<file path="src/rtl/axi_wr_arbiter.sv">
// Round-robin arbiter sharing one AXI write channel (AW/W/B) between NUM_REQ requesters.
// Optional macro AXI_WR_ARB_PRIO0_EN: requester 0 overrides round-robin in IDLE.
module axi_wr_arbiter #(
  parameter int unsigned NUM_REQ = 4,
  parameter int unsigned ADDR_W  = 32,
  parameter int unsigned DATA_W  = 64,
  parameter int unsigned ID_W    = 4,
  parameter int unsigned MAX_OUT = 8,
  localparam int unsigned IDX_W  = $clog2(NUM_REQ),
  localparam int unsigned CNT_W  = $clog2(MAX_OUT + 1)
) (
  input  logic                      clk,
  input  logic                      rst_n,
  input  logic [NUM_REQ-1:0]        s_awvalid,
  output logic [NUM_REQ-1:0]        s_awready,
  input  logic [NUM_REQ*ADDR_W-1:0] s_awaddr,
  input  logic [NUM_REQ*ID_W-1:0]   s_awid,
  input  logic [NUM_REQ*8-1:0]      s_awlen,
  input  logic [NUM_REQ-1:0]        s_wvalid,
  output logic [NUM_REQ-1:0]        s_wready,
  input  logic [NUM_REQ*DATA_W-1:0] s_wdata,
  input  logic [NUM_REQ-1:0]        s_wlast,
  output logic [NUM_REQ-1:0]        s_bvalid,
  input  logic [NUM_REQ-1:0]        s_bready,
  output logic [ID_W-1:0]           s_bid,
  output logic [1:0]                s_bresp,
  output logic                      m_awvalid,
  input  logic                      m_awready,
  output logic [ADDR_W-1:0]         m_awaddr,
  output logic [ID_W+IDX_W-1:0]     m_awid,
  output logic [7:0]                m_awlen,
  output logic                      m_wvalid,
  input  logic                      m_wready,
  output logic [DATA_W-1:0]         m_wdata,
  output logic                      m_wlast,
  input  logic                      m_bvalid,
  output logic                      m_bready,
  input  logic [ID_W+IDX_W-1:0]     m_bid,
  input  logic [1:0]                m_bresp,
  output logic [CNT_W-1:0]          outstanding
);

  localparam logic [CNT_W-1:0] MAX_CNT = CNT_W'(MAX_OUT);

  typedef enum logic [1:0] {IDLE, ADDR, DATA} state_t;

  state_t                  r_state;
  state_t                  w_state_nxt;
  logic [IDX_W-1:0]        r_grant;
  logic [IDX_W-1:0]        r_rr_ptr;
  logic [ADDR_W-1:0]       r_awaddr;
  logic [ID_W+IDX_W-1:0]   r_awid;
  logic [7:0]              r_awlen;
  logic [CNT_W-1:0]        r_outstanding;

  logic [IDX_W-1:0]        w_pick;
  logic [IDX_W-1:0]        w_cand;
  logic                    w_found;
  logic                    w_grant_en;
  logic                    w_aw_hs;
  logic                    w_w_hs;
  logic                    w_b_hs;
  logic [IDX_W-1:0]        w_bidx;

  logic [ADDR_W-1:0]       w_awaddr_a [NUM_REQ];
  logic [ID_W-1:0]         w_awid_a   [NUM_REQ];
  logic [7:0]              w_awlen_a  [NUM_REQ];
  logic [DATA_W-1:0]       w_wdata_a  [NUM_REQ];

`ifdef AXI_WR_ARB_PRIO0_EN
  logic                    w_prio_hit;
  logic                    r_prio_gnt;
`endif

  // Per-requester views of the packed upstream buses.
  for (genvar gi = 0; gi < NUM_REQ; gi++) begin : g_unpack
    assign w_awaddr_a[gi] = s_awaddr[gi*ADDR_W +: ADDR_W];
    assign w_awid_a[gi]   = s_awid[gi*ID_W +: ID_W];
    assign w_awlen_a[gi]  = s_awlen[gi*8 +: 8];
    assign w_wdata_a[gi]  = s_wdata[gi*DATA_W +: DATA_W];
  end

  // First requesting index at or after the round-robin pointer.
  always_comb begin
    w_found = 1'b0;
    w_pick  = '0;
    w_cand  = '0;
    for (int unsigned i = 0; i < NUM_REQ; i++) begin
      w_cand = r_rr_ptr + IDX_W'(i);
      if (!w_found && s_awvalid[w_cand]) begin
        w_found = 1'b1;
        w_pick  = w_cand;
      end
    end
`ifdef AXI_WR_ARB_PRIO0_EN
    w_prio_hit = s_awvalid[0];
    if (s_awvalid[0]) begin
      w_found = 1'b1;
      w_pick  = '0;
    end
`endif
  end

  assign w_grant_en = (r_state == IDLE) && w_found && (r_outstanding < MAX_CNT);
  assign w_aw_hs    = m_awvalid && m_awready;
  assign w_w_hs     = m_wvalid && m_wready;
  assign w_b_hs     = m_bvalid && m_bready;

  always_comb begin
    w_state_nxt = r_state;
    case (r_state)
      IDLE:    if (w_grant_en) w_state_nxt = ADDR;
      ADDR:    if (w_aw_hs) w_state_nxt = DATA;
      DATA:    if (w_w_hs && m_wlast) w_state_nxt = IDLE;
      default: w_state_nxt = IDLE;
    endcase
  end

  always_ff @(posedge clk or negedge rst_n) begin
    if (!rst_n) begin
      r_state <= IDLE;
    end else begin
      r_state <= w_state_nxt;
    end
  end

  // Grant capture, AW field registers, round-robin pointer and outstanding count.
  always_ff @(posedge clk or negedge rst_n) begin
    if (!rst_n) begin
      r_grant       <= '0;
      r_rr_ptr      <= '0;
      r_awaddr      <= '0;
      r_awid        <= '0;
      r_awlen       <= '0;
      r_outstanding <= '0;
`ifdef AXI_WR_ARB_PRIO0_EN
      r_prio_gnt    <= 1'b0;
`endif
    end else begin
      if (w_grant_en) begin
        r_grant  <= w_pick;
        r_awaddr <= w_awaddr_a[w_pick];
        r_awid   <= {w_pick, w_awid_a[w_pick]};
        r_awlen  <= w_awlen_a[w_pick];
`ifdef AXI_WR_ARB_PRIO0_EN
        r_prio_gnt <= w_prio_hit;
`endif
      end
      if (w_aw_hs) begin
`ifdef AXI_WR_ARB_PRIO0_EN
        if (!r_prio_gnt) r_rr_ptr <= r_grant + IDX_W'(1);
`else
        r_rr_ptr <= r_grant + IDX_W'(1);
`endif
      end
      case ({w_aw_hs, w_b_hs})
        2'b10:   r_outstanding <= r_outstanding + CNT_W'(1);
        2'b01:   if (r_outstanding != '0) r_outstanding <= r_outstanding - CNT_W'(1);
        default: r_outstanding <= r_outstanding;
      endcase
    end
  end

  assign m_awvalid   = (r_state == ADDR);
  assign m_awaddr    = r_awaddr;
  assign m_awid      = r_awid;
  assign m_awlen     = r_awlen;
  assign outstanding = r_outstanding;

  // AW ready and W pass-through for the granted requester only.
  always_comb begin
    s_awready = '0;
    s_wready  = '0;
    m_wvalid  = 1'b0;
    m_wdata   = '0;
    m_wlast   = 1'b0;
    if (r_state == ADDR) s_awready[r_grant] = m_awready;
    if (r_state == DATA) begin
      m_wvalid          = s_wvalid[r_grant];
      s_wready[r_grant] = m_wready;
      m_wdata           = w_wdata_a[r_grant];
      m_wlast           = s_wlast[r_grant];
    end
  end

  // B routing by the index bits prepended to AWID.
  assign w_bidx   = m_bid[ID_W+IDX_W-1:ID_W];
  assign s_bid    = m_bid[ID_W-1:0];
  assign s_bresp  = m_bresp;
  assign m_bready = s_bready[w_bidx];

  always_comb begin
    s_bvalid         = '0;
    s_bvalid[w_bidx] = m_bvalid;
  end

endmodule

</file>
<file path="config.mk">
export PLATFORM = sky130hd
export DESIGN_NAME = axi_wr_arbiter
export DESIGN_NICKNAME = d
export VERILOG_FILES = /design/src/rtl/axi_wr_arbiter.sv
export SDC_FILE = /design/constraint.sdc
export NUM_CORES = 1
export LEC_CHECK = 0
export CELL_PAD_IN_SITES_DETAIL_PLACEMENT = 2
export CELL_PAD_IN_SITES_GLOBAL_PLACEMENT = 2
export CORE_AREA = 2 2 232 234
export CTS_CLUSTER_DIAMETER = 80
export DETAILED_ROUTE_END_ITERATION = 10
export DIE_AREA = 0 0 234 236
export PLACE_DENSITY_LB_ADDON = 0.15
export RECOVER_POWER = 50
export REMOVE_ABC_BUFFERS = 1
export SYNTH_ARGS = -nofsm -noshare
export SYNTH_HDL_FRONTEND = slang
export SYNTH_SLANG_ARGS = --single-unit
</file>
<file path="constraint.sdc">
create_clock -name clk -period 2.2 [get_ports clk]
set_clock_uncertainty 0.1 [all_clocks]
set_input_delay 0.44 -clock clk [delete_from_list [all_inputs] [get_ports clk]]
set_output_delay 0.44 -clock clk [all_outputs]
set_load 0.03 [all_outputs]
</file>
After elaboration in Yosys (flattened, before gate mapping)
Cells that the tools add are included.
{"block": "word_totals", "mem_count": 0, "ram_bits": 0, "mem_bits_ro": 0, "latchBits": 0, "input_bits": 461, "ff_bits": 56, "word_cells": 105}
{"block": "op_classes", "magnitude_cmp": 11, "bitwise_logic": 5, "n_shift": 0, "div_mod_pow": 0, "n_reduce_logical": 19, "n_mux": 49, "add_sub_neg": 6, "n_eq_ne": 8, "n_mul": 0}
{"cell": "$mux 64", "count": 3}
{"cell": "$bmux 64 s2", "count": 1}
{"cell": "$bmux 32 s2", "count": 1}
{"cell": "$mux 32", "count": 2}
{"cell": "$mux 4", "count": 5}
{"cell": "$lt 2x3->1 const B", "count": 6}
{"cell": "$bmux 8 s2", "count": 1}
{"cell": "$mux 8", "count": 2}
{"cell": "$mux 1", "count": 15}
{"cell": "$bmux 1 s2", "count": 7}
{"cell": "$mux 2", "count": 7}
{"cell": "$and 4x4->4", "count": 3}
{"cell": "$logic_and 1x1->1", "count": 11}
{"cell": "$bmux 4 s2", "count": 1}
{"cell": "$pmux 4 s2", "count": 1}
{"cell": "$ge 3x3->1 const B", "count": 2}
{"cell": "$ne 2x2->1 const B", "count": 3}
{"cell": "$not 2->3", "count": 2}
{"cell": "$pmux 2 s3", "count": 1}
{"cell": "$add 2x1->2 const B", "count": 2}
{"cell": "$add 2x2->2 const B", "count": 2}
{"cell": "$add 4x1->4 const B", "count": 1}
{"cell": "$demux 1 s2", "count": 2}
{"cell": "$eq 2x1->1 const B", "count": 2}
{"cell": "other kinds (11)", "count": 15}

Longest topological paths before layout
{"block": "depth", "word_depth": 16, "depth_mapped": 11}

Worst setup path after synthesis
No wires, ideal clock.
{"block": "synth_timing", "path_type": "reg2out", "start": "register r_grant[0]", "end": "output port m_wdata[3]", "setup_slack_ns": -0.434, "arrival_time_ns": 2.094, "stages_incl_launch_ff": 6, "path_cell_list": "dfrtp_1 clkbuf_1 buf_2 buf_2 mux4_2 and2_1"}
{"block": "synth_between", "elab_chain_len": 5}
{"item": "start, declared", "line": "49", "rtl": "logic [IDX_W-1:0] r_grant;"}
{"item": "start signal, assigned", "line": "141", "rtl": "r_grant <= w_pick;"}
{"item": "$not 2->3 (not written as such)", "line": "181", "rtl": "m_wdata = w_wdata_a[r_grant];"}
{"item": "$bmux 64 s2", "line": "181"}
{"item": "$mux 64 (not written as such) (2 in series)", "line": "181"}
{"item": "$mux 64", "line": "178", "rtl": "if (r_state == DATA) begin"}
{"item": "end, declared", "line": "34", "rtl": "output logic [DATA_W-1:0] m_wdata,"}
Every way passes these cells. The select of a mux whose other input is x is not followed.

Worst setup path in the final report
{"block": "layout_timing", "start": "register r_grant[0]", "end": "output port m_wlast"}
{"block": "layout_between", "elab_chain_len": 3}
{"item": "$bmux 1 s2", "line": "182", "rtl": "m_wlast = s_wlast[r_grant];"}
{"item": "$mux 1 (not written as such)", "line": "182"}
{"item": "$mux 1", "line": "178"}
{"item": "end, declared", "line": "35", "rtl": "output logic m_wlast,"}
Every way passes these cells. The select of a mux whose other input is x is not followed.

==> impl_metrics.tcl <==
set metrics [dict create \
    finish.utilization 0.263 \
    final_cell_area_mm2 0.0140 \
    die_w_um 234 \
    ratio_of_routed_vias_to_standard_cells 3.97 \
    finalSetupViolCount 75 \
    min_delay_path_depth 1 \
    clk_pin_slew_worst_setup_hold_paths_ps 90 \
    fp-row-count 85 \
    outcome "finished, violations left" \
    antenna_found_initial 41 \
    groute.layer.met3.usage 0.0782 \
    setup_ws_ps -348 \
    worst_hold_path_type "register to register" \
    worst_r2r_startpoint "r_grant[0]" \
    power.density_mw_per_mm2 1060 \
    layoutNonFillerInstCount 1866 \
    detailedPlacementHpwl_um 39400 \
    critical_path_launch_point "r_grant[0]" \
    count_of_synthesis_stage_warnings_from_yosys 0 \
    grt_setup_unrepaired "true" \
    worstPathRequired_ps 1660 \
    cts-htree-levels 2 \
    dieHeight_um 236 \
    num_vias 7406 \
    synthesis.area_per_instance_um2 11.2 \
    cts_root_buffer "clkbuf_16" \
    cp-end-kind "primary output" \
    placedInstanceArea_mm2 0.0128 \
    grt_first_pass_wirelength_um 65000 \
    critPathMaxFanout 6 \
    worst_ir_drop_vdd_mv 0.413 \
    postRouteWirelength_um 47600 \
    grt_start_max_net_pins 55 \
    post-place-ws_ps -795 \
    drt-wirelength-per-cell_um 25.5 \
    synth.distinct_cells 47 \
    die_area_mm2 0.0552 \
    worst_setup_path_start_kind "register" \
    placement.io_buffers 584 \
    netlist.area_leader.share 0.261 \
    gp_congestion 0.826 \
    critical_hold_path_startpoint "m_awaddr[4]" \
    drc_errors 0 \
    synth-edff-count 0 \
    post_synth_main_area_contributors "mux4_2 26%, dfrtp_1 23%, and2_1 7.3%" \
    violations "capacitance limit, slew limit, setup timing" \
    final_hold_slack_ps 414 \
    global_route.usage.met1 0.156 \
    grt_most_used_layer "met2" \
    setup_tns_after_final_layout_ps -19190 \
    grt_pass1_vias 8390 \
    finalWorstPathRequiredPeriod_ps 2550 \
    post_synth_inst_count 518 \
    use_met2 0.316 \
    post_route_cells_drive_above_1_share 0.344 \
    cts-root-to-sink-buffers 2 \
    post-synth-top-count-cell "and2_1" \
    reg2reg_depth 9 \
    area_delta_synth_final_pct 142 \
    netlist_top_cells_count "68 x and2_1, 67 x mux4_2, 54 x dfrtp_1" \
    cp_class "register to primary output" \
    crit_arrival_ps 2010 \
    design.portCount 597 \
    flop_to_flop_setup_slack_ps 90 \
    worst-slew-pin-transition_ps 1720 \
    synth_seq_area_share 0.233 \
    timing_hold_violations_final 0 \
    yosys_most_used_dff "dfrtp_1" \
    floorplan.initialDensity 0.109 \
    grt_remaining_overflow 0 \
    drt_first_pass_iters 4 \
    tritoncts.num_buffers 5 \
    power.leakage_nw 5.48 \
    track_usage 0.168 \
    async_reset_ff_frac 1.00 \
    placeableCoreArea_mm2 0.0531 \
    postRouteAntennaNets 0 \
    initialDrtViolationCount 150 \
    final_nets 1618 \
    placedCellCount 1807 \
    maxCapViolations 1 \
    achievable_clock_frequency_mhz 392 \
    fill_cells 5851 \
    drv_slew 55 \
    syn-cell-area_mm2 0.00579 \
    ys_ff_latch 54 \
    cts.sinks 54 \
    tritoncts "built" \
    overall_power_mw 14.8 \
    crit_share_post_route 1.16 \
    clk-insertion-delay-late_ps 320 \
    max_slew_margin -0.144 \
    synthDominantAreaCellType "mux4_2" \
]
==> where the power goes <==
group / internal [mW] / switching (mW) / total (mW)
sequential: 1.49 / 0.403 / 1.90
clock: 0.542 / 0.479 / 1.02
combinational: 6.22 / 5.65 / 11.9
==> cells by family after synthesis <==
group | synth area share
XOR/XNOR | 0.00454
multiplexers | 0.347
buffers and inverters | 0.0618
flip-flops | 0.233
AO/OA/AOI/OAI | 0.176
adder cells (fa/ha/maj) | 0.0164
AND/OR/NAND/NOR | 0.161
==> sequential cells by signal (all words and copies together) (netlist names) <==
name         count
m_awid           4
r_rr_ptr         2
m_awaddr        32
r_grant          2
outstanding      4
r_state          2
m_awlen          8
==> area by class of cell <==
type                    instances  area [µm²]  share of cell area
inverters                       7        37.5             0.00268
clock inverters                 2        37.5             0.00268
repair buffers                680        7060               0.505
flip-flops and latches         54        1360              0.0973
clock buffers                   6         129             0.00922
well taps                     696         871              0.0623
diodes                         19        47.5             0.00340
multi-input cells             402        4440               0.317
==> final timing paths <==
check / end
min in group asynchronous: m_awlen[3]
worst min-delay path: m_awaddr[4]
worst max-delay path: m_wlast
max in group asynchronous: r_grant[1]
worst max register to register: r_state[1]
worst min register to register: m_awaddr[4]
==> per-layer routing <==
metal / part of all wire / vias up / routed length [µm]
met4: 0.018 / 30 / 868
met5: 0.0041 / - / 193
met1: 0.33 / 3615 / 15600
li1: - / 3324 / -
met3: 0.11 / 64 / 5240
met2: 0.54 / 373 / 25700
==> worst max-delay path, stage by stage, from the launching register on <==
cell and delay (ps):
dfrtp_4 510, buf_12 160, buf_12 140, buf_8 130
mux4_2 430, and2_4 160, buf_8 140
==> placed cells by master, fill, tap and decap left out, drive strengths merged, types with 5 or more instances in the layout <==
cell	netlist	final
nand3	13	13
a21boi	11	11
inv	7	6
a21oi	9	9
clkbuf	23	19
nor2b	5	5
a221o	12	12
buf	35	170
and2	69	72
dfrtp	54	54
dlygate4sd2	0	5
clkdlybuf4s50	0	479
diode	0	19
dlygate4sd3	0	12
mux2i	35	35
mux2	12	12
o21ai	45	45
and3	43	43
a221oi	30	30
nand2	14	14
mux4	67	67
ha	6	6
==> what timing repair did <==
item / CTS / global route
hold buffers: 0 / 0
setup buffers: 21 / 7
setup endpoints to repair: 122 / 114
pin swaps: 45 / 9
cloned: 7 / 0
gates resized for setup: 307 / 94
(Power assumes the default switching activity.)
